$ cat src/rtl/y_signature_collector.sv
// y_signature_collector
// Compresses a run of y samples into a MISR signature and compares the final
// value with a golden signature. One sample is absorbed per clock with y_valid.
module y_signature_collector #(
   parameter int          DATA_W = 192,
   parameter int          SIG_W  = 32,
   parameter logic [31:0] POLY   = 32'h04C11DB7,
   parameter logic [31:0] SEED   = 32'hFFFFFFFF,
   parameter int          CNT_W  = 8
) (
   input  logic              clk,
   input  logic              rst,
   input  logic              start,
   input  logic [CNT_W-1:0]  num_samples,
   input  logic [DATA_W-1:0] y,
   input  logic              y_valid,
   input  logic [SIG_W-1:0]  expected_sig,
   output logic              busy,
   output logic              done,
   output logic [SIG_W-1:0]  signature,
   output logic [CNT_W-1:0]  sample_count,
   output logic              match
);

   localparam int NSLICE = DATA_W / SIG_W;

   typedef enum logic [1:0] {
      S_IDLE = 2'd0,
      S_RUN  = 2'd1,
      S_DONE = 2'd2
   } state_t;

   state_t            state_q, state_d;
   logic [SIG_W-1:0]  sig_q, sig_d;
   logic [CNT_W-1:0]  cnt_q, cnt_d;
   logic [CNT_W-1:0]  n_q, n_d;
   logic              match_q, match_d;

   logic [SIG_W-1:0]  fold;
   logic [SIG_W-1:0]  step_sig;
   logic [CNT_W-1:0]  cnt_inc;
   logic              start_ok;
   logic              absorb;
   logic              last_sample;

   // Chained XOR of the SIG_W-wide slices of y; slice_x[k] holds the fold of
   // the first k slices.
   logic [SIG_W-1:0]  slice_x [0:NSLICE];

   assign slice_x[0] = '0;

   generate
      for (genvar gi = 0; gi < NSLICE; gi++) begin : g_fold
         assign slice_x[gi+1] = slice_x[gi] ^ y[gi*SIG_W +: SIG_W];
      end
   endgenerate

   assign fold        = slice_x[NSLICE];
   assign step_sig    = {sig_q[SIG_W-2:0], 1'b0} ^ (sig_q[SIG_W-1] ? SIG_W'(POLY) : '0) ^ fold;
   assign cnt_inc     = cnt_q + CNT_W'(1);
   // start is only honoured outside RUN.
   assign start_ok    = start && (state_q != S_RUN);
   assign absorb      = (state_q == S_RUN) && y_valid;
   assign last_sample = absorb && (cnt_inc == n_q);

   // State register
   always_ff @(posedge clk) begin
      if (rst) begin
         state_q <= S_IDLE;
      end else begin
         state_q <= state_d;
      end
   end

   // Next-state logic
   always_comb begin
      state_d = state_q;
      case (state_q)
         S_IDLE, S_DONE: begin
            if (start) begin
               state_d = (num_samples != '0) ? S_RUN : S_DONE;
            end
         end
         S_RUN: begin
            if (last_sample) begin
               state_d = S_DONE;
            end
         end
         default: state_d = S_IDLE;
      endcase
   end

   // Datapath next values: load on start, MISR step on each absorbed sample;
   // match is evaluated against the signature being written on the DONE entry edge.
   always_comb begin
      sig_d   = sig_q;
      cnt_d   = cnt_q;
      n_d     = n_q;
      match_d = match_q;
      if (start_ok) begin
         sig_d   = SIG_W'(SEED);
         cnt_d   = '0;
         n_d     = num_samples;
         match_d = (num_samples == '0) ? (SIG_W'(SEED) == expected_sig) : 1'b0;
      end else if (absorb) begin
         sig_d = step_sig;
         cnt_d = cnt_inc;
         if (last_sample) begin
            match_d = (step_sig == expected_sig);
         end
      end
   end

   // Datapath registers
   always_ff @(posedge clk) begin
      if (rst) begin
         sig_q   <= SIG_W'(SEED);
         cnt_q   <= '0;
         n_q     <= '0;
         match_q <= 1'b0;
      end else begin
         sig_q   <= sig_d;
         cnt_q   <= cnt_d;
         n_q     <= n_d;
         match_q <= match_d;
      end
   end

   // Output decode
   always_comb begin
      busy         = (state_q == S_RUN);
      done         = (state_q == S_DONE);
      signature    = sig_q;
      sample_count = cnt_q;
      match        = match_q;
   end

endmodule

$ cat config.mk
export PLATFORM = sky130hd
export DESIGN_NAME = y_signature_collector
export DESIGN_NICKNAME = d
export VERILOG_FILES = /design/src/rtl/y_signature_collector.sv
export SDC_FILE = /design/constraint.sdc
export NUM_CORES = 1
export LEC_CHECK = 0
export CAP_MARGIN = 10
export CORE_MARGIN = 2
export CORE_UTILIZATION = 40
export CTS_CLUSTER_SIZE = 25
export DETAILED_ROUTE_END_ITERATION = 8
export GPL_TIMING_DRIVEN = 0
export PLACE_DENSITY = 0.89
export SLEW_MARGIN = 20
export SYNTH_ARGS = -nofsm -noshare
export SYNTH_HDL_FRONTEND = slang
export SYNTH_SLANG_ARGS = --single-unit
$ cat constraint.sdc
create_clock -name clk -period 3.3 [get_ports clk]
set_clock_uncertainty 0.15 [all_clocks]
set_input_delay 0.33 -clock clk [delete_from_list [all_inputs] [get_ports clk]]
set_output_delay 0.33 -clock clk [all_outputs]
set_load 0.01 [all_outputs]
== Word-level counts from Yosys, hierarchy flattened ==
Cells that the tools add are included.

* Register bits after elaboration: 51
* Bits in latches: 0
* RAM bits: 0
* Bits in read-only memories: 0
* Output and inout port bits: 43
* Logic and storage cells: 42
* Memories: 0

* Add/sub/neg operators: 1
* Multipliers: 0
* Div/mod/pow operators: 0
* Magnitude comparators: 0
* Equal/unequal tests: 8
* Shift operators: 0
* Muxes and demuxes: 9
* Bitwise operators: 7
* Reduce and logical (&&, ||, !) cells: 12

{| class="wikitable"
|+ Operators with widths
! operator !! number
|-
| 32-bit XOR || 6
|-
| 32-bit == test || 1
|-
| 32-bit == test, first input constant || 1
|-
| 32-bit by 27-bit XOR with 32-bit output || 1
|-
| 27-bit two-way mux || 1
|-
| 8-bit by 1-bit adder with 8-bit output, second input constant || 1
|-
| 8-bit == test || 1
|-
| 8-bit zero test || 1
|-
| 8-bit nonzero test || 1
|-
| 2-bit two-way mux || 3
|-
| 1-bit two-way mux || 4
|-
| 2-bit by 1-bit != test with 1-bit output, second input constant || 2
|-
| 2-bit case mux with 2 select lines || 1
|-
| 2-bit AND reduction || 2
|-
| 2-bit nonzero test || 2
|-
| 2-bit OR reduction || 2
|-
| 1-bit logical AND || 3
|-
| 2-bit by 1-bit == test with 1-bit output, second input constant || 1
|-
| 2-bit == test, second input constant || 1
|-
| 2-bit zero test || 1
|-
| 2-bit != test, second input constant || 1
|}

== Logic depth before layout (Yosys ltp) ==
* Depth after elaboration: 10
* Mapped depth: 9
* Depth with buffers taken out: 8

== Worst setup path before layout ==
Ideal clock, no wire load.

* Path type: register -> register
* From: reg cnt_q[1] (netlist: sample_count[1])
* To: reg state_q[0]
* Arrival: 1826 ps
* Setup slack: 1192 ps
* Stages on the path, launching flop included: 9
* Path buffers: 0
* Clock period less this slack: 2108 ps
* Cell sequence: dfxtp_1 -> ha_1 -> nand3_1 -> xnor2_1 -> nor4_1 -> o21ai_0 -> a2111oi_2 -> nand2b_1 -> a21oi_1

* Word-level cells in the longest chain between the ends: 5

{| class="wikitable"
|+ Ends and longest elaborated chain
! what !! RTL line !! text
|-
| start: declaration || 35 || <nowiki>logic [CNT_W-1:0] cnt_q, cnt_d;</nowiki>
|-
| start signal: assignment || 123 || <nowiki>cnt_q <= cnt_d;</nowiki>
|-
| 8-bit by 1-bit adder with 8-bit output || 60 || <nowiki>assign cnt_inc = cnt_q + CNT_W'(1);</nowiki>
|-
| 8-bit == test || 64 || <nowiki>assign last_sample = absorb && (cnt_inc == n_q);</nowiki>
|-
| 1-bit logical AND || 64 ||
|-
| 2-bit by 1-bit != test with 1-bit output (no line) || - ||
|-
| 2-bit AND reduction (no line) || - ||
|-
| end signal: assignment || 71 || <nowiki>state_q <= state_d;</nowiki>
|-
| end: declaration || 33 || <nowiki>state_t state_q, state_d;</nowiki>
|}

Every way passes these cells.
A chain may end at the register's enable or synchronous reset.

== Worst setup path in the final report ==
Same ends and word-level chain as after synthesis.

==> results.txt <==
----------------------------------------------------
[Layout]
  Layout filler cell count ... 878
  Final Net Count ... 1,014
  Final core utilization ... 68.3%
  Ratio of cells with drive above 1 in the final layout ... 3.21%
  Area growth syn-to-layout ... 67.3%

[Worst setup path]
  Crit Reg-Reg Startpoint ... sample_count[1]$_SDFFE_PP0P_
  Max FO, Critical Path ... 8
  R2r endpoint ... state_q[0]$_SDFFE_PP0P_
  Kind of launch point of the worst setup path ... register
  R2r setup slk ... 840 ps
  Worst endpoint data arrival time ... 2470 ps
  Required time of the critical path ... 3310 ps
  Worst R2R Path Depth ... 8
  Endpoint class of the critical path ... register
  Classification of the worst setup path ... register to register

[GRT]
  Number of global-route vias before repair ... 4,940
  Congestion Overflow GR ... 0
  First-pass GRT wire length ... 25,000 um
  Pin count of the biggest net entering global routing ... 16
  Initial antenna violation count ... 1
  Total GRT Usage ... 25.2%

[CTS]
  Clock latency of the later-clocked register in the worst-skew pair ... 290 ps
  Cts-stage hold buffer count ... 0
  Worst-case clock buffer depth ... 2
  Num Clock Sinks ... 51
  Clock-pin slew on the worst setup and hold paths ... 70 ps
  Total setup buffers inserted after CTS ... 0
  Post-cts sizing count ... 0
  CTS tree ... yes
  Library cell used as clock root buffer ... clkbuf_16
  Number of buffers added by the clock tree synthesis step ... 5
  Number of H-tree levels ... 2

[Run status]
  Run status ... complete, no violations

[Timing]
  Highest clock frequency the design can meet ... 407 MHz
  Hold violation count in the final report ... 0
  Relative max-transition margin ... 57.7%
  Number of pins with negative max-slew slack in the final report ... 0
  Post-route fraction of the period consumed by the critical path ... 74.4%
  Time the final worst path needs with I/O delays and setup ... 2460 ps
  Sum Neg Setup Slack ... 0 ps
  Final count of negative-setup-slack endpoints ... 0
  Slew at the pin closest to its max-slew limit ... 633 ps
  Unrepaired setup endpoints after global routing ... no

[Routing]
  Via count ... 4,570
  DR WL met2 ... 8810 um
  DRT antenna net count ... 0
  Uppermost layer routed ... met4
  M1 wire length ... 6270 um
  Detailed Routing Iterations Pass 1 ... 4
  Routed wirelength normalized by instance count ... 17.4 um
  Via density per instance ... 4.96
  Detailed Route WL ... 16,100 um
  Residual DRC count ... 0
  Initial drt markers ... 197
  Met3 routed WL ... 784 um

[Floorplan]
  Initial Util ... 40.9%
  Die Footprint ... 12,500 sq um
  I/O Pins ... 279
  Floorplan die height ... 112 um
  Core area ... 11,400 sq um
  Die width ... 112 um
  Row cnt ... 39

[Synthesis]
  Share of the synthesized area in compound gates (AO/OA/AOI/OAI) ... 7.78%
  Post-Synth XOR/XNOR Area ... 55.9%
  Main combinational cell family by area after synthesis ... XOR/XNOR gates
  Warning count from the yosys run ... 0
  Mux contribution to synthesized area ... 0%
  Number of flops mapped to enable cells by yosys ... 0
  Simple-Gate Fraction of Synth Area ... 12.1%
  Area share of fa/ha/maj cells after synthesis ... 0.268%
  Most used DFF post-synth ... dfxtp_1
  FF+latch count, synth ... 51
  Number of instances in the synthesized netlist ... 492
  Sequential cell area fraction in the yosys report ... 21.9%
  Average cell area after synthesis ... 9.48 sq um
  Synthesized area ... 4660 sq um
  Async set-reset flop share out of synthesis ... 0%
  Synth Net Count ... 729
  Number of distinct library cells after synthesis ... 35

[Place]
  Sum of net half-perimeters after detailed placement ... 14,000 um
  Final GP Congestion ... 0.807
  Port buffer count ... 278

[Power]
  Peak ir drop on the vdd network ... 0.319 mV
  Total power divided by cell area ... 333 nW/um^2
  Leak ... 2.99 nW

[Job]
  Maxcap violations ... 0

[Hold path]
  Hold Path Depth ... 2
  Hold/Removal Path Class ... register to register
  Worst Hold End ... n_q[4]$_SDFFE_PP0P_
  Hold path start ... n_q[4]$_SDFFE_PP0P_

----------------------------------------------------
-- worst max path at each step --
| stage | startpoint | to | depth (start not counted) |
|---|---|---|---|
| floorplan | sample_count[1]$_SDFFE_PP0P_ | state_q[0]$_SDFFE_PP0P_ | 8 |
| global placement | y[139] | match$_SDFFE_PP0P_ | 8 |
| detailed placement | y[139] | match$_SDFFE_PP0P_ | 8 |
| CTS | sample_count[1]$_SDFFE_PP0P_ | state_q[0]$_SDFFE_PP0P_ | 8 |
| global route | sample_count[1]$_SDFFE_PP0P_ | state_q[0]$_SDFFE_PP0P_ | 8 |
| finish | sample_count[1]$_SDFFE_PP0P_ | state_q[0]$_SDFFE_PP0P_ | 8 |
-- power breakdown --
| part | switching, mW | total, mW | internal (mW) |
|---|---|---|---|
| Combinational | 0.531 | 1.31 | 0.782 |
| Sequential | 0.0271 | 0.669 | 0.642 |
| Clock | 0.238 | 0.616 | 0.378 |
-- layout make-up --
class / instances / area (sq um) / share of cell area [%]
multi-input combinational: 423 / 3550 / 45.5
timing repair buffer: 278 / 2780 / 35.7
sequential: 51 / 1020 / 13.1
tap: 143 / 179 / 2.29
clock buffer: 6 / 139 / 1.78
buffer: 18 / 95.1 / 1.22
clock inverter: 2 / 35.0 / 0.449
antenna: 1 / 2.50 / 0.0321
-- stage by stage --
stage | total power, mW | hold slack [ps] | cell area (sq um) | cells | setup slack [ps]
final | 2.60 | 328 | 7800 | 922 | 845
after detailed placement | 2.00 | 322 | 7630 | 913 | 707
after floorplan | 1.46 | 298 | 4660 | 492 | 1190
after global routing | 2.71 | 369 | 7800 | 922 | 479
after global placement | 1.97 | 316 | 7630 | 913 | 715
after CTS | 2.61 | 333 | 7800 | 921 | 832
-- registers in the layout, summed over array words and instances (netlist names) --
signal / flops
signature: 32
sample_count: 8
state_q: 2
match: 1
n_q: 8
-- per-layer routing --
| layer | vias up | GRT usage (%) |
|---|---|---|
| met4 | 0 | 5.04 |
| met3 | 19 | 3.86 |
| met1 | 2151 | 28.2 |
| met2 | 181 | 49.9 |
| li1 | 2219 | - |
| met5 | - | 0 |
-- worst max-delay path: stages, from the launching register on --
cell and delay (ps):
dfxtp_1 460, ha_1 320, nand3_1 130, xnor2_1 150, nor4_1 140, o21ai_0 140
a2111oi_2 580, nand2b_1 190, a21oi_1 60
-- logic make-up after synthesis --
logic type	after synthesis
AO/OA/AOI/OAI	52
buffers and inverters	18
adder cells (fa/ha/maj)	1
XOR/XNOR	253
AND/OR/NAND/NOR	117
flip-flops	51
-- cells in the mapped netlist (2+ instances only) --
| cell type | instances | area, sq um |
|---|---|---|
| nor3_1 | 2 | 10.0 |
| nand4_1 | 14 | 87.6 |
| xnor3_1 | 22 | 495 |
| a21oi_1 | 12 | 60.1 |
| xnor2_2 | 8 | 130 |
| nor4_1 | 8 | 50.1 |
| o211ai_1 | 32 | 240 |
| xor2_1 | 30 | 263 |
| nand2_1 | 61 | 229 |
| nand2b_1 | 4 | 25.0 |
| nor2_1 | 12 | 45.0 |
| and3_1 | 2 | 12.5 |
| clkbuf_1 | 12 | 45.0 |
| xnor2_1 | 191 | 1670 |
| a31oi_1 | 3 | 18.8 |
| nand3_1 | 4 | 20.0 |
| nor2b_1 | 2 | 12.5 |
| xnor3_2 | 2 | 47.6 |
| o21ai_0 | 2 | 10.0 |
| dfxtp_1 | 51 | 1020 |
| buf_1 | 3 | 11.3 |
| and4bb_2 | 2 | 25.0 |
-- placed cells by master (no fill, tap or decap), types with 2 or more instances in the layout --
cell type          n
and3_1             2
nand2b_1           4
a31oi_1            3
nor3_1             2
nand2_1           61
nor4_1             8
clkbuf_16          5
buf_1              3
clkdlybuf4s50_1  278
xnor2_1          191
xnor3_1           22
a21oi_1           12
nor2_1            12
o21ai_0            2
dfxtp_1           51
nand4_1           14
and4bb_2           2
xnor3_2            2
xor2_1            30
nor2b_1            2
nand3_1            4
clkbuf_1          12
xnor2_2            8
o211ai_1          32
No activity file was read; power rests on OpenSTA's default activity.
